$ cat src/rtl/mips_main_control_fsm_if.sv
`default_nettype none
// ============================================================================
//  Module      : mips_main_control_fsm_if
//  Description : Control-bus bundle between the multi-cycle main control FSM
//                and the datapath (instruction fields, ALU flags, controls).
//  Revision    : 1.0 - initial release
// ============================================================================
interface mips_main_control_fsm_if #(
  parameter int CNT_WIDTH = 32
);
  logic [5:0]           OPCODE;
  logic [5:0]           FUNCT;
  logic                 ZERO;
  logic                 OVERFLOW;
  logic                 PC_LOAD;
  logic                 IorD;
  logic                 IR_EN;
  logic                 EPC_EN;
  logic [2:0]           PC_SEL;
  logic                 MEM_WE;
  logic                 REG_WE;
  logic                 REG_DST;
  logic                 MEM_TO_REG;
  logic                 ALU_SRC_A;
  logic [1:0]           ALU_SRC_B;
  logic [1:0]           ALU_OP;
  logic                 CAUSE_EN;
  logic                 CAUSE;
  logic [CNT_WIDTH-1:0] INSTR_CNT;

  // Controller side: consumes instruction fields and flags, drives controls.
  modport master (
    input  OPCODE, FUNCT, ZERO, OVERFLOW,
    output PC_LOAD, IorD, IR_EN, EPC_EN, PC_SEL, MEM_WE, REG_WE, REG_DST,
           MEM_TO_REG, ALU_SRC_A, ALU_SRC_B, ALU_OP, CAUSE_EN, CAUSE, INSTR_CNT
  );

  // Datapath side: supplies instruction fields and flags, obeys controls.
  modport slave (
    output OPCODE, FUNCT, ZERO, OVERFLOW,
    input  PC_LOAD, IorD, IR_EN, EPC_EN, PC_SEL, MEM_WE, REG_WE, REG_DST,
           MEM_TO_REG, ALU_SRC_A, ALU_SRC_B, ALU_OP, CAUSE_EN, CAUSE, INSTR_CNT
  );
endinterface
`default_nettype wire

$ cat src/rtl/mips_main_control_fsm.sv
`default_nettype none
// ============================================================================
//  Module      : mips_main_control_fsm
//  Description : Multi-cycle MIPS main control unit. Sequences fetch, decode,
//                execute, memory and write-back one state per clock, raises
//                undefined-opcode / overflow exceptions and counts retired
//                instructions.
//  Revision    : 1.0 - initial release
// ============================================================================
module mips_main_control_fsm #(
  parameter int CNT_WIDTH = 32
) (
  input  logic                  CLK,
  input  logic                  RST,
  mips_main_control_fsm_if.master bus
);

  localparam logic [3:0] c_FETCH     = 4'd0;
  localparam logic [3:0] c_DECODE    = 4'd1;
  localparam logic [3:0] c_MEM_ADDR  = 4'd2;
  localparam logic [3:0] c_MEM_RD    = 4'd3;
  localparam logic [3:0] c_MEM_WB    = 4'd4;
  localparam logic [3:0] c_MEM_WR    = 4'd5;
  localparam logic [3:0] c_EXEC      = 4'd6;
  localparam logic [3:0] c_ALU_WB    = 4'd7;
  localparam logic [3:0] c_ADDI_EXEC = 4'd8;
  localparam logic [3:0] c_ADDI_WB   = 4'd9;
  localparam logic [3:0] c_BRANCH    = 4'd10;
  localparam logic [3:0] c_JUMP      = 4'd11;
  localparam logic [3:0] c_JR        = 4'd12;
  localparam logic [3:0] c_EXC       = 4'd13;

  localparam logic [5:0] c_OP_R    = 6'h00;
  localparam logic [5:0] c_OP_J    = 6'h02;
  localparam logic [5:0] c_OP_BEQ  = 6'h04;
  localparam logic [5:0] c_OP_ADDI = 6'h08;
  localparam logic [5:0] c_OP_LW   = 6'h23;
  localparam logic [5:0] c_OP_SW   = 6'h2B;

  localparam logic [5:0] c_FN_JR  = 6'h08;
  localparam logic [5:0] c_FN_ADD = 6'h20;
  localparam logic [5:0] c_FN_SUB = 6'h22;

  logic [3:0]           r_state;
  logic [3:0]           w_next_state;
  logic                 r_cause;
  logic                 w_cause_next;
  logic                 w_retire;
  logic [CNT_WIDTH-1:0] r_instr_cnt;

  logic       w_pc_load, w_iord, w_ir_en, w_epc_en, w_mem_we, w_reg_we;
  logic       w_reg_dst, w_mem_to_reg, w_alu_src_a, w_cause_en, w_cause_out;
  logic [2:0] w_pc_sel;
  logic [1:0] w_alu_src_b, w_alu_op;

  // Next-state decode; the cause is chosen only on the way into EXC, else held.
  always_comb begin
    w_next_state = c_FETCH;
    w_cause_next = r_cause;
    case (r_state)
      c_FETCH: w_next_state = c_DECODE;
      c_DECODE: begin
        case (bus.OPCODE)
          c_OP_LW, c_OP_SW: w_next_state = c_MEM_ADDR;
          c_OP_R:           w_next_state = (bus.FUNCT == c_FN_JR) ? c_JR : c_EXEC;
          c_OP_BEQ:         w_next_state = c_BRANCH;
          c_OP_J:           w_next_state = c_JUMP;
          c_OP_ADDI:        w_next_state = c_ADDI_EXEC;
          default: begin
            w_next_state = c_EXC;
            w_cause_next = 1'b0;
          end
        endcase
      end
      c_MEM_ADDR: w_next_state = (bus.OPCODE == c_OP_SW) ? c_MEM_WR : c_MEM_RD;
      c_MEM_RD:   w_next_state = c_MEM_WB;
      c_EXEC: begin
        if (bus.OVERFLOW && (bus.FUNCT == c_FN_ADD || bus.FUNCT == c_FN_SUB)) begin
          w_next_state = c_EXC;
          w_cause_next = 1'b1;
        end else begin
          w_next_state = c_ALU_WB;
        end
      end
      c_ADDI_EXEC: begin
        if (bus.OVERFLOW) begin
          w_next_state = c_EXC;
          w_cause_next = 1'b1;
        end else begin
          w_next_state = c_ADDI_WB;
        end
      end
      // Write-back, branch, jump, exception and illegal encodings all return
      // to FETCH, so a corrupted state register recovers in one clock.
      default: w_next_state = c_FETCH;
    endcase
  end

  // States whose exit edge completes an instruction.
  always_comb begin
    case (r_state)
      c_MEM_WB, c_MEM_WR, c_ALU_WB, c_ADDI_WB, c_BRANCH, c_JUMP, c_JR: w_retire = 1'b1;
      default: w_retire = 1'b0;
    endcase
  end

  // State, latched exception cause and retired-instruction counter.
  always_ff @(posedge CLK) begin
    if (RST) begin
      r_state     <= c_FETCH;
      r_cause     <= 1'b0;
      r_instr_cnt <= '0;
    end else begin
      r_state <= w_next_state;
      r_cause <= w_cause_next;
      if (w_retire) begin
        r_instr_cnt <= r_instr_cnt + {{(CNT_WIDTH-1){1'b0}}, 1'b1};
      end
    end
  end

  // Moore control decode; everything is forced low while reset is held.
  always_comb begin
    w_pc_load    = 1'b0;
    w_iord       = 1'b0;
    w_ir_en      = 1'b0;
    w_epc_en     = 1'b0;
    w_pc_sel     = 3'd0;
    w_mem_we     = 1'b0;
    w_reg_we     = 1'b0;
    w_reg_dst    = 1'b0;
    w_mem_to_reg = 1'b0;
    w_alu_src_a  = 1'b0;
    w_alu_src_b  = 2'd0;
    w_alu_op     = 2'd0;
    w_cause_en   = 1'b0;
    w_cause_out  = 1'b0;
    if (!RST) begin
      case (r_state)
        c_FETCH: begin
          w_ir_en     = 1'b1;
          w_alu_src_b = 2'd1;
          w_pc_load   = 1'b1;
        end
        c_DECODE:   w_alu_src_b = 2'd3;
        c_MEM_ADDR: begin
          w_alu_src_a = 1'b1;
          w_alu_src_b = 2'd2;
        end
        c_MEM_RD:   w_iord = 1'b1;
        c_MEM_WB: begin
          w_reg_we     = 1'b1;
          w_mem_to_reg = 1'b1;
        end
        c_MEM_WR: begin
          w_iord   = 1'b1;
          w_mem_we = 1'b1;
        end
        c_EXEC: begin
          w_alu_src_a = 1'b1;
          w_alu_op    = 2'd2;
        end
        c_ALU_WB: begin
          w_reg_we  = 1'b1;
          w_reg_dst = 1'b1;
        end
        c_ADDI_EXEC: begin
          w_alu_src_a = 1'b1;
          w_alu_src_b = 2'd2;
        end
        c_ADDI_WB:  w_reg_we = 1'b1;
        c_BRANCH: begin
          w_alu_src_a = 1'b1;
          w_alu_op    = 2'd1;
          w_pc_sel    = 3'd1;
          w_pc_load   = bus.ZERO;
        end
        c_JUMP: begin
          w_pc_sel  = 3'd2;
          w_pc_load = 1'b1;
        end
        c_JR: begin
          w_pc_sel  = 3'd3;
          w_pc_load = 1'b1;
        end
        c_EXC: begin
          w_epc_en    = 1'b1;
          w_cause_en  = 1'b1;
          w_cause_out = r_cause;
          w_pc_sel    = 3'd4;
          w_pc_load   = 1'b1;
        end
        default: ;
      endcase
    end
  end

  assign bus.PC_LOAD    = w_pc_load;
  assign bus.IorD       = w_iord;
  assign bus.IR_EN      = w_ir_en;
  assign bus.EPC_EN     = w_epc_en;
  assign bus.PC_SEL     = w_pc_sel;
  assign bus.MEM_WE     = w_mem_we;
  assign bus.REG_WE     = w_reg_we;
  assign bus.REG_DST    = w_reg_dst;
  assign bus.MEM_TO_REG = w_mem_to_reg;
  assign bus.ALU_SRC_A  = w_alu_src_a;
  assign bus.ALU_SRC_B  = w_alu_src_b;
  assign bus.ALU_OP     = w_alu_op;
  assign bus.CAUSE_EN   = w_cause_en;
  assign bus.CAUSE      = w_cause_out;
  assign bus.INSTR_CNT  = r_instr_cnt;

endmodule
`default_nettype wire

$ cat src/flat_wrapper.sv
// flat-port wrapper written by rule: the top's interface ports become plain ports
module mips_main_control_fsm_flat 
#(
  parameter int CNT_WIDTH = 32
)
  (CLK, RST, bus_OPCODE, bus_FUNCT, bus_ZERO, bus_OVERFLOW, bus_PC_LOAD, bus_IorD, bus_IR_EN, bus_EPC_EN, bus_PC_SEL, bus_MEM_WE, bus_REG_WE, bus_REG_DST, bus_MEM_TO_REG, bus_ALU_SRC_A, bus_ALU_SRC_B, bus_ALU_OP, bus_CAUSE_EN, bus_CAUSE, bus_INSTR_CNT);
  mips_main_control_fsm_if #(.CNT_WIDTH(CNT_WIDTH)) bus_i ();
  input  logic CLK;
  input  logic RST;
  input wire logic [$bits(bus_i.OPCODE)-1:0] bus_OPCODE;
  input wire logic [$bits(bus_i.FUNCT)-1:0] bus_FUNCT;
  input wire logic [$bits(bus_i.ZERO)-1:0] bus_ZERO;
  input wire logic [$bits(bus_i.OVERFLOW)-1:0] bus_OVERFLOW;
  output wire logic [$bits(bus_i.PC_LOAD)-1:0] bus_PC_LOAD;
  output wire logic [$bits(bus_i.IorD)-1:0] bus_IorD;
  output wire logic [$bits(bus_i.IR_EN)-1:0] bus_IR_EN;
  output wire logic [$bits(bus_i.EPC_EN)-1:0] bus_EPC_EN;
  output wire logic [$bits(bus_i.PC_SEL)-1:0] bus_PC_SEL;
  output wire logic [$bits(bus_i.MEM_WE)-1:0] bus_MEM_WE;
  output wire logic [$bits(bus_i.REG_WE)-1:0] bus_REG_WE;
  output wire logic [$bits(bus_i.REG_DST)-1:0] bus_REG_DST;
  output wire logic [$bits(bus_i.MEM_TO_REG)-1:0] bus_MEM_TO_REG;
  output wire logic [$bits(bus_i.ALU_SRC_A)-1:0] bus_ALU_SRC_A;
  output wire logic [$bits(bus_i.ALU_SRC_B)-1:0] bus_ALU_SRC_B;
  output wire logic [$bits(bus_i.ALU_OP)-1:0] bus_ALU_OP;
  output wire logic [$bits(bus_i.CAUSE_EN)-1:0] bus_CAUSE_EN;
  output wire logic [$bits(bus_i.CAUSE)-1:0] bus_CAUSE;
  output wire logic [$bits(bus_i.INSTR_CNT)-1:0] bus_INSTR_CNT;
  assign bus_i.OPCODE = bus_OPCODE;
  assign bus_i.FUNCT = bus_FUNCT;
  assign bus_i.ZERO = bus_ZERO;
  assign bus_i.OVERFLOW = bus_OVERFLOW;
  assign bus_PC_LOAD = bus_i.PC_LOAD;
  assign bus_IorD = bus_i.IorD;
  assign bus_IR_EN = bus_i.IR_EN;
  assign bus_EPC_EN = bus_i.EPC_EN;
  assign bus_PC_SEL = bus_i.PC_SEL;
  assign bus_MEM_WE = bus_i.MEM_WE;
  assign bus_REG_WE = bus_i.REG_WE;
  assign bus_REG_DST = bus_i.REG_DST;
  assign bus_MEM_TO_REG = bus_i.MEM_TO_REG;
  assign bus_ALU_SRC_A = bus_i.ALU_SRC_A;
  assign bus_ALU_SRC_B = bus_i.ALU_SRC_B;
  assign bus_ALU_OP = bus_i.ALU_OP;
  assign bus_CAUSE_EN = bus_i.CAUSE_EN;
  assign bus_CAUSE = bus_i.CAUSE;
  assign bus_INSTR_CNT = bus_i.INSTR_CNT;
  mips_main_control_fsm #(.CNT_WIDTH(CNT_WIDTH)) u_core (.CLK(CLK), .RST(RST), .bus(bus_i));
endmodule
$ cat config.mk
export PLATFORM = sky130hd
export DESIGN_NAME = mips_main_control_fsm_flat
export DESIGN_NICKNAME = d
export VERILOG_FILES = /design/src/rtl/mips_main_control_fsm_if.sv /design/src/rtl/mips_main_control_fsm.sv /design/src/flat_wrapper.sv
export SDC_FILE = /design/constraint.sdc
export NUM_CORES = 1
export LEC_CHECK = 0
export ABC_CLOCK_PERIOD_IN_PS = 3020
export BUFFER_PORTS_ARGS = -buffer_cell sky130_fd_sc_hd__buf_2
export CAP_MARGIN = 5
export CORE_MARGIN = 5
export CORE_UTILIZATION = 55
export DETAILED_ROUTE_END_ITERATION = 7
export HOLD_SLACK_MARGIN = 0.15
export PLACE_DENSITY = 0.85
export SLEW_MARGIN = 20
export SYNTH_ARGS = -nofsm -noshare
export SYNTH_HDL_FRONTEND = slang
export SYNTH_SLANG_ARGS = --single-unit
$ cat constraint.sdc
create_clock -name CLK -period 3.02 [get_ports CLK]
set_input_delay 0 -clock CLK [delete_from_list [all_inputs] [get_ports CLK]]
set_output_delay 0 -clock CLK [all_outputs]
set_load 0.03 [all_outputs]
==> flow_metrics.env <==
export IMPL_ioPinCount=66
export IMPL_grt_start_max_net_pins=51
export IMPL_synth_area_um2=2180
export IMPL_nets=361
export IMPL_totalWireLength_um=5400
export IMPL_max_freq_mhz=392
export IMPL_placementRows=23
export IMPL_core_area_um2=3910
export IMPL_chipHeight_um=73.0
export IMPL_critical_path_class="reg2reg"
export IMPL_crit_arrival_ns=2.77
export IMPL_crit_path_end_kind="flop"
export IMPL_r2r_start="u_core.r_state[2]$_SDFF_PP0_"
export IMPL_drc=0
export IMPL_ys_ff_latch=37
export IMPL_worst_slew_pin_slew_ns=0.863
export IMPL_critPathMaxFanout=18
export IMPL_drive_gt1_share_pct=23.2
export IMPL_grt_pass1_wl_um=9040
export IMPL_reg2reg_to="u_core.bus.INSTR_CNT[31]$_SDFFE_PP0P_"
export IMPL_placed_cell_area_um2=2520
export IMPL_leakagePower_nw=1.04
export IMPL_clock_sinks=37
export IMPL_place_hpwl_um=3750
export IMPL_grt_remaining_overflow=0
export IMPL_diodes=0
export IMPL_clkTransAtPathRegs_ns=0.08
export IMPL_cp_slowest_stage_delay_ns=0.71
export IMPL_period_share_pct=84.5
export IMPL_final_area_um2=2660
export IMPL_setup_ws_ns=0.469
export IMPL_postSynthCellCount=285
export IMPL_synth_edf_count=0
export IMPL_ys_seq_area_share_pct=33.9
export IMPL_drv_cap=0
export IMPL_synth_ff_type="dfxtp_1"
export IMPL_p_per_area_nw_per_um2=445
export IMPL_setup_tns_ns=0
export IMPL_setup_viol=0
export IMPL_synth_largest_area_cell="dfxtp_1"
export IMPL_via_count=2333
export IMPL_worstPathRequired_ns=3.24
export IMPL_hold_buffers=2
export IMPL_cts_buffers=5
export IMPL_fin_crit_ns=2.55
export IMPL_port_buffer_count=65
export IMPL_die_w_um=73.0
export IMPL_ir_drop_mv=0.379
export IMPL_hold_path_depth=4
export IMPL_synth_fp_nets=302
export IMPL_rsz0062_at_grt="false"
export IMPL_drtAntennaViolNets=0
export IMPL_first_pass_iters=4
export IMPL_gp_congestion=0.850
export IMPL_status="complete, no violations"
export IMPL_clock_latency_ns=0.30
export IMPL_reg2reg_slack_ns=0.47
export IMPL_clock_skew_ns=0.00946
export IMPL_grt_pass1_vias=2063
export IMPL_cts_tree="yes"
export IMPL_clockRootBuffer="clkbuf_8"
export IMPL_min_to="u_core.r_state[1]$_SDFF_PP0_"
export IMPL_cts_buffer_depth=2
export IMPL_yosysTopAreaCellShare_pct=33.9
export IMPL_crit_chain="xor2_2 > o2111ai_2 > or4b_1 > or4_1 > a21oi_1"
export IMPL_hold_violations=0
export IMPL_antenna_found_initial=0
export IMPL_critPathLaunchType="flop"
export IMPL_area_delta_synth_final_pct=21.5
export IMPL_yosys_top_cells_count="dfxtp_1 (37), nor2_1 (33), a21oi_1 (23)"
export IMPL_final_max_slew_viol_count=0
export IMPL_power_w=0.00118
export IMPL_drt_iter0_drc=237
export IMPL_postSynthAreaPerCell_um2=7.67
export IMPL_synth_top_cells_by_area="dfxtp_1 (34%), nor2_1 (5.7%), xnor2_1 (5.6%)"
export IMPL_critical_path_slowest_cell="or4b_1"
export IMPL_post_cts_repair_setup_buffers=0
export IMPL_async_flop_share_pct=0
export IMPL_hold_class="in2reg"
export IMPL_yosysWarningCount=0
export IMPL_yosysUniqueCellTypes=47
export IMPL_hold_start="bus_OPCODE[1]"
export IMPL_grtUsageTotal_pct=21.0
export IMPL_initial_utilization_pct=55.8
export IMPL_nFillCells=369
export IMPL_pre_cts_slack_ns=0.483
export IMPL_reg2reg_depth=5
export IMPL_ctsResizeCount=0
export IMPL_yosysMostFrequentCell="dfxtp_1"
export IMPL_viasPerCell=5.91
export IMPL_dieArea_um2=5330
export IMPL_htreeDepth=2
export IMPL_routedWlPerCell_um=13.7
export IMPL_max_slew_margin_rel_pct=42.5
worst max-delay path: cells and delay by family (launching register included):
| family | cells | cell delay [ns] |
|---|---|---|
| compound gates | 2 | 0.27 |
| flops | 1 | 0.68 |
| xor+xnor | 1 | 0.27 |
| simple gates | 2 | 1.23 |
registers in the layout (all words and copies together), names as in the netlist:
signal,count
u_core.bus.INSTR_CNT,32
u_core.r_cause,1
u_core.r_state,4
layout make-up:
| type | instances | area [um^2] | area share (%) |
|---|---|---|---|
| inverter | 9 | 33.8 | 1.27 |
| clock inverter | 1 | 30.0 | 1.13 |
| tap | 50 | 62.6 | 2.36 |
| sequential | 37 | 741 | 27.9 |
| clock buffer | 7 | 86.3 | 3.25 |
| timing repair buffer | 72 | 383 | 14.4 |
| multi-input combinational | 219 | 1320 | 49.7 |
layer usage:
metal	wire, um	GRT usage, %	vias to the layer above
li1	-	-	1157
met1	2400	28.6	1085
met2	2480	31.3	76
met3	411	5.51	15
met4	116	9.02	0
met5	0	0	-
cell usage in the layout (no fill, tap or decap), drive strengths merged, types with 3 or more instances in the layout:
| master | n |
|---|---|
| a21oi | 23 |
| and3 | 4 |
| and4 | 3 |
| buf | 70 |
| clkbuf | 7 |
| dfxtp | 37 |
| inv | 9 |
| nand2 | 15 |
| nand2b | 5 |
| nand3 | 11 |
| nand4 | 10 |
| nor2 | 33 |
| nor3 | 15 |
| nor4 | 8 |
| nor4b | 4 |
| o21ai | 21 |
| o31ai | 3 |
| o32a | 3 |
| or3 | 13 |
| xnor2 | 14 |
| xor2 | 6 |
report_power, final:
| part | total, W | internal [W] | switching [W] |
|---|---|---|---|
| sequential | 0.000522 | 0.000498 | 0.0000242 |
| clock | 0.000449 | 0.000269 | 0.000180 |
| combinational | 0.000210 | 0.0000771 | 0.000133 |
| total | 0.00118 | 0.000844 | 0.000337 |
cells by family after synthesis:
kind of cell,after synthesis,synth area share [%]
flops,37,33.9
fa+ha+maj,2,1.03
buf+inv,29,5.73
compound gates,62,17.5
simple gates,134,33.0
xor+xnor,20,8.36
mux,1,0.458
how the worst max path moves through the flow:
stage	cells past startpoint	end	start
final	5	u_core.bus.INSTR_CNT[31]$_SDFFE_PP0P_	u_core.r_state[2]$_SDFF_PP0_
after global routing	5	u_core.bus.INSTR_CNT[31]$_SDFFE_PP0P_	u_core.r_state[2]$_SDFF_PP0_
after CTS	5	u_core.bus.INSTR_CNT[31]$_SDFFE_PP0P_	u_core.r_state[2]$_SDFF_PP0_
after detailed placement	5	u_core.bus.INSTR_CNT[31]$_SDFFE_PP0P_	u_core.r_state[2]$_SDFF_PP0_
after global placement	5	u_core.bus.INSTR_CNT[31]$_SDFFE_PP0P_	u_core.r_state[2]$_SDFF_PP0_
after floorplan	6	u_core.bus.INSTR_CNT[27]$_SDFFE_PP0P_	u_core.bus.INSTR_CNT[3]$_SDFFE_PP0P_
through the flow:
step	util (%)	cells	hold WS, ns
floorplan	-	285	0.127
global placement	64.4	385	0.354
detailed placement	64.4	385	0.359
CTS	67.8	395	0.156
global route	67.8	395	0.189
finish	67.8	395	0.166
No activity file was read; power rests on OpenSTA's default activity.
